==> src/rtl/conv_encoder.sv <==
// conv_encoder: rate-1/2, K=3 convolutional encoder (g1 = 7 octal, g0 = 5 octal).
// Serial data bits arrive over a valid/ready handshake and leave as 2-bit code
// symbols {c1,c0} through a single registered output slot. Data is framed in
// blocks of FRAME_LEN bits.
// Optional feature macro: CONV_ENC_TAIL_EN -- when defined, two zero tail bits
// are appended to every frame so the encoder returns to state 00 and sym_last
// marks the second tail symbol. When undefined, frames are truncated and
// sym_last marks the symbol of the final data bit.
module conv_encoder #(
  parameter int FRAME_LEN = 8
) (
  input  logic       clk,
  input  logic       rst_n,
  input  logic       d_in,
  input  logic       d_valid,
  output logic       d_ready,
  output logic [1:0] sym_out,
  output logic       sym_valid,
  input  logic       sym_ready,
  output logic       sym_last,
  output logic [3:0] enc_cnt,
  output logic       busy
);

  typedef enum logic [1:0] {
    IDLE = 2'd0,
    DATA = 2'd1,
    TAIL = 2'd2
  } state_t;

  // Symbol count of the last data bit and of the last tail bit in a frame.
  localparam logic [3:0] DATA_LAST = 4'(FRAME_LEN);
  localparam logic [3:0] TAIL_LAST = 4'(FRAME_LEN + 2);

  state_t     state_r;
  state_t     state_nx_s;
  logic [1:0] enc_st_r;     // {s1,s0}, s1 = most recent bit
  logic [1:0] enc_st_nx_s;
  logic [3:0] cnt_nx_s;
  logic       slot_free_s;
  logic       accept_s;
  logic       load_s;
  logic       bit_s;
  logic       last_s;
  logic [1:0] sym_s;

  // Code symbol for input bit b in encoder state {s1,s0}.
  function automatic logic [1:0] conv_sym(input logic b, input logic [1:0] st);
    return {b ^ st[1] ^ st[0], b ^ st[0]};
  endfunction

  // Handshake decode, next-state, counter and slot-load decisions.
  always_comb begin
    slot_free_s = !sym_valid || sym_ready;
    if (state_r == TAIL) begin
      d_ready = 1'b0;
    end else begin
      d_ready = rst_n & slot_free_s;
    end
    accept_s   = d_valid & d_ready;
    state_nx_s = state_r;
    cnt_nx_s   = enc_cnt;
    load_s     = 1'b0;
    bit_s      = 1'b0;
    last_s     = 1'b0;

    case (state_r)
      IDLE, DATA: begin
        if (accept_s) begin
          load_s = 1'b1;
          bit_s  = d_in;
          if (state_r == IDLE) begin
            cnt_nx_s = 4'd1;
          end else begin
            cnt_nx_s = enc_cnt + 4'd1;
          end
          if (cnt_nx_s == DATA_LAST) begin
`ifdef CONV_ENC_TAIL_EN
            state_nx_s = TAIL;
`else
            state_nx_s = IDLE;
            last_s     = 1'b1;
`endif
          end else begin
            state_nx_s = DATA;
          end
        end else begin
          // A finished frame's count is shown once, then cleared while idle.
          if (state_r == IDLE) begin
            cnt_nx_s = 4'd0;
          end else begin
            cnt_nx_s = enc_cnt;
          end
        end
      end
`ifdef CONV_ENC_TAIL_EN
      TAIL: begin
        if (slot_free_s) begin
          load_s   = 1'b1;
          bit_s    = 1'b0;
          cnt_nx_s = enc_cnt + 4'd1;
          if (cnt_nx_s == TAIL_LAST) begin
            state_nx_s = IDLE;
            last_s     = 1'b1;
          end else begin
            state_nx_s = TAIL;
          end
        end else begin
          state_nx_s = TAIL;
        end
      end
`endif
      default: begin
        state_nx_s = IDLE;
        cnt_nx_s   = 4'd0;
      end
    endcase

    // The shift register restarts from 00 whenever a frame closes.
    if (load_s) begin
      if (state_nx_s == IDLE) begin
        enc_st_nx_s = 2'b00;
      end else begin
        enc_st_nx_s = {bit_s, enc_st_r[1]};
      end
    end else begin
      enc_st_nx_s = enc_st_r;
    end

    sym_s = conv_sym(bit_s, enc_st_r);
  end

  // FSM state, encoder shift register, symbol counter and busy flag.
  always_ff @(posedge clk or negedge rst_n) begin
    if (!rst_n) begin
      state_r  <= IDLE;
      enc_st_r <= 2'b00;
      enc_cnt  <= 4'd0;
      busy     <= 1'b0;
    end else begin
      state_r  <= state_nx_s;
      enc_st_r <= enc_st_nx_s;
      enc_cnt  <= cnt_nx_s;
      busy     <= (state_nx_s != IDLE);
    end
  end

  // Output slot: replace on load, drain on ready, otherwise hold stable.
  always_ff @(posedge clk or negedge rst_n) begin
    if (!rst_n) begin
      sym_out   <= 2'b00;
      sym_valid <= 1'b0;
      sym_last  <= 1'b0;
    end else if (load_s) begin
      sym_out   <= sym_s;
      sym_valid <= 1'b1;
      sym_last  <= last_s;
    end else if (sym_ready) begin
      sym_valid <= 1'b0;
      sym_last  <= 1'b0;
    end else begin
      sym_out   <= sym_out;
      sym_valid <= sym_valid;
      sym_last  <= sym_last;
    end
  end

endmodule

==> config.mk <==
export PLATFORM = sky130hd
export DESIGN_NAME = conv_encoder
export DESIGN_NICKNAME = d
export VERILOG_FILES = /design/src/rtl/conv_encoder.sv
export SDC_FILE = /design/constraint.sdc
export NUM_CORES = 1
export LEC_CHECK = 0
export ABC_AREA = 1
export CORE_MARGIN = 2
export CORE_UTILIZATION = 45
export CTS_BUF_LIST = sky130_fd_sc_hd__clkbuf_4
export CTS_CLUSTER_DIAMETER = 100
export DETAILED_ROUTE_END_ITERATION = 16
export PLACE_DENSITY_LB_ADDON = 0.2
export SLEW_MARGIN = 25
export SYNTH_ARGS = -nofsm -noshare
export SYNTH_HDL_FRONTEND = slang
export SYNTH_SLANG_ARGS = --single-unit
==> constraint.sdc <==
create_clock -name clk -period 1.1 [get_ports clk]
set_input_delay 0.165 -clock clk [delete_from_list [all_inputs] [get_ports clk]]
set_output_delay 0.165 -clock clk [all_outputs]
set_load 0.02 [all_outputs]
==> impl_metrics.py <==
metrics = {
    "run_status": {
        "run_status": "finished with violations",
        "failing_checks": "negative hold slack, negative setup slack",
    },
    "yosys": {
        "synth-seq-cells": 13,
        "synthesis.yosys.warnings": 0,
        "seq_area_frac_synth": 0.481,
        "synth_area_um2": 676,
        "ys_dominant_reg_cell": "sky130_fd_sc_hd__dfrtp_1",
        "postSynthNetCount": 81,
        "postSynth.asyncResetShare": 1.00,
        "synth_cell_types": 21,
        "synth-edff-count": 0,
        "avgSynthCellArea_um2": 9.01,
        "netlist_instances": 75,
    },
    "clock_tree": {
        "clock_tree.htree_level_count": 1,
        "clock_tree_buf_depth": 2,
        "worst_skew_pair.late_latency_ns": 0.29,
        "cts-root-buf": "sky130_fd_sc_hd__clkbuf_4",
        "clkSlewWorstSetupHoldPaths_ns": 0.08,
        "cts_tree": "yes",
        "cts_buffers": 3,
        "numClockSinks": 13,
    },
    "worst_setup_path": {
        "timing.critical_path.fanout_max": 5,
        "setup.worst_path.start_class": "register",
        "crit_type": "register to register",
        "crit_path_end_kind": "register",
        "ff2ff_path_depth": 7,
        "worst_ep_arrival_time_ns": 1.59,
        "worstPathRequired_ns": 1.28,
    },
    "final_layout": {
        "fin_cells": 129,
        "commonest_non_fill_non_tap_cells_in_the_layout": "12 x sky130_fd_sc_hd__buf_4, 10 x sky130_fd_sc_hd__nand2_1, 10 x sky130_fd_sc_hd__dfrtp_1, 9 x sky130_fd_sc_hd__buf_6",
        "nets": 121,
        "layout-area-overhead-vs-synth_pct": 61.3,
        "drive_gt1_frac": 0.553,
        "layout_commonest_cell": "sky130_fd_sc_hd__buf_4",
        "diodes": 0,
    },
    "drt": {
        "drt-met1-wl_um": 809,
        "detailroute.wirelength.met2_um": 931,
        "via_count": 672,
        "drtIter0Drc": 15,
        "ant_nets": 0,
        "detailedRoute.firstPassIterationCount": 4,
        "topRoutingLayerUsed": "met4",
        "route.detailed.vias_per_inst": 5.21,
        "drt_wl_total_um": 1850,
        "drc": 0,
        "routedWlPerCell_um": 14.3,
        "route.met3.wl_um": 77,
    },
    "placed_design": {
        "place.gp.congestion": 0.751,
        "io_buffer_count": 14,
        "detailed_placement_wirelength_estimate_um": 1090,
        "dpl.cell_count": 118,
    },
    "global_routing": {
        "groute.usage.overall": 0.209,
        "vias_in_the_first_global_route": 658,
        "grt_overflow_total": 0,
        "grt_max_degree": 10,
        "number_of_antenna_violations_at_the_first_check_in_global_routing": 0,
        "grt_pass1_wl_um": 2840,
    },
    "power": {
        "max_vdd_drop_v": 0.000801,
        "pwr-share-clk": 0.274,
        "overall_power_after_layout_uw": 1240,
        "p_seq_frac": 0.457,
        "power.share.combinational": 0.269,
        "power.switching_fraction": 0.324,
        "p_int_uw": 841,
        "power.density_nw_per_um2": 1140,
        "p_leak_uw": 0.000565,
        "power_switching_uw": 403,
    },
    "timing": {
        "report.final.slew_viol_count": 0,
        "fin_crit_period_ns": 1.41,
        "worst_hold_slack_ns": -0.000633,
        "fmax_ghz": 0.708,
        "period_share": 1.28,
        "setup_repair_after_global_routing_missed_its_margin": "true",
        "fin_ws_ns": -0.312,
        "timing.setup.tns_ns": -2.66,
        "clock_skew_ns": 0.000812,
        "final-hold-violation-count": 1,
        "timing.final.setup_violations": 14,
    },
    "run": {
        "max-cap-violations": 0,
    },
    "die": {
        "core_area_um2": 1350,
        "die_width_um": 42.8,
        "placement_rows": 13,
        "initial_core_util": 0.500,
        "io-pin-count": 15,
        "die_area_um2": 1830,
        "floorplan.die.height_um": 42.8,
    },
    "hold_path": {
        "hold_path.class": "primary input to asynchronous set/reset pin",
    },
}
-- timing repair --
item	4_1_cts	5_1_grt
setup buffers	5	0
gates cloned	0	1
resized for setup	51	14
hold buffers	1	0
endpoints found under the hold margin	5	0
pin swaps	12	10
endpoints found under the setup margin	22	17
-- area by class of cell --
cell class                 instances  area (um^2)
clock buffer                       4         30.0
fill                              87          260
inverter                          12         66.3
multi-input combinational         51          359
sequential                        13          329
tap                               15         18.8
timing repair buffer              34          287
-- synth_stat cells (2+ instances only) --
cell | instances | area share
sky130_fd_sc_hd__inv_1 | 6 | 0.033
sky130_fd_sc_hd__nor2_1 | 4 | 0.022
sky130_fd_sc_hd__dfrtp_1 | 13 | 0.48
sky130_fd_sc_hd__nand3_2 | 2 | 0.030
sky130_fd_sc_hd__nor2_2 | 3 | 0.028
sky130_fd_sc_hd__inv_2 | 3 | 0.017
sky130_fd_sc_hd__nand2_2 | 2 | 0.019
sky130_fd_sc_hd__xor2_1 | 2 | 0.026
sky130_fd_sc_hd__nand3_1 | 9 | 0.067
sky130_fd_sc_hd__o21ai_1 | 5 | 0.037
sky130_fd_sc_hd__nand4_1 | 2 | 0.019
sky130_fd_sc_hd__nand2_1 | 14 | 0.078
sky130_fd_sc_hd__nand2_4 | 2 | 0.033
-- state kept, by name (all words and copies together), names as in the netlist --
register   cells
sym_out        2
sym_last       1
state_r        2
enc_st_r       2
busy           1
enc_cnt        4
sym_valid      1
-- cell families (layout without fill, tap and decap cells) --
family                     after synthesis  after routing  share of synthesized area
AOI/OAI and AO/OA                        7              7                     0.0629
xor gates and xnor gates                 2              2                     0.0259
adders and majority gates                1              1                     0.0185
buffers and inverters                   12             50                     0.0944
DFF                                     13             13                      0.481
other                                    1              1                    0.00555
and+or+nand+nor                         39             40                      0.311
-- layer usage --
metal | up-vias | global-route usage
li1 | 319 | -
met1 | 330 | 0.249
met2 | 18 | 0.361
met3 | 5 | 0.0383
met4 | 0 | 0.0938
met5 | - | 0
-- critical path, stage by stage (launching register included) --
cell                      delay [ns]
sky130_fd_sc_hd__dfrtp_1        0.41
sky130_fd_sc_hd__nand2_2        0.10
sky130_fd_sc_hd__buf_6          0.10
sky130_fd_sc_hd__nand3_4        0.07
sky130_fd_sc_hd__nor2_4         0.19
sky130_fd_sc_hd__nand4_1        0.20
sky130_fd_sc_hd__nand3_1        0.16
sky130_fd_sc_hd__nand3_1        0.08
-- path summary, 6_finish.rpt --
check,start,endpoint,slack [ns]
worst max-delay path,state_r[1]$_DFF_PN0_,sym_out[1]$_DFFE_PN0P_,-0.31
worst min-delay path,rst_n,enc_cnt[2]$_DFFE_PN0P_,-0.0006
worst max register to register,state_r[1]$_DFF_PN0_,sym_out[1]$_DFFE_PN0P_,-0.31
worst min register to register,sym_out[0]$_DFFE_PN0P_,sym_out[0]$_DFFE_PN0P_,0.48
max in group asynchronous,rst_n,sym_valid$_DFFE_PN0P_,0.31
min in group clk,sym_out[0]$_DFFE_PN0P_,sym_out[0]$_DFFE_PN0P_,0.48
-- stage by stage --
step,setup slack [ns],cell area (um^2),hold WS [ns],util
after floorplan,-0.165,689,-0.131,-
after global placement,-0.542,953,0.463,0.706
after detailed placement,-0.551,953,0.468,0.706
after CTS,-0.211,1050,0.0133,0.781
after global routing,-0.353,1090,0.0290,0.807
final,-0.312,1090,-0.000633,0.807
-- power by group through the flow --
stage	clock network [uW]	logic [uW]	registers, uW
after CTS	336	328	563
after global placement	0	305	571
after floorplan	0	122	610
after detailed placement	0	311	572
after global routing	353	360	575
final	341	335	568
Note: power is estimated with default switching activity, not from simulation.
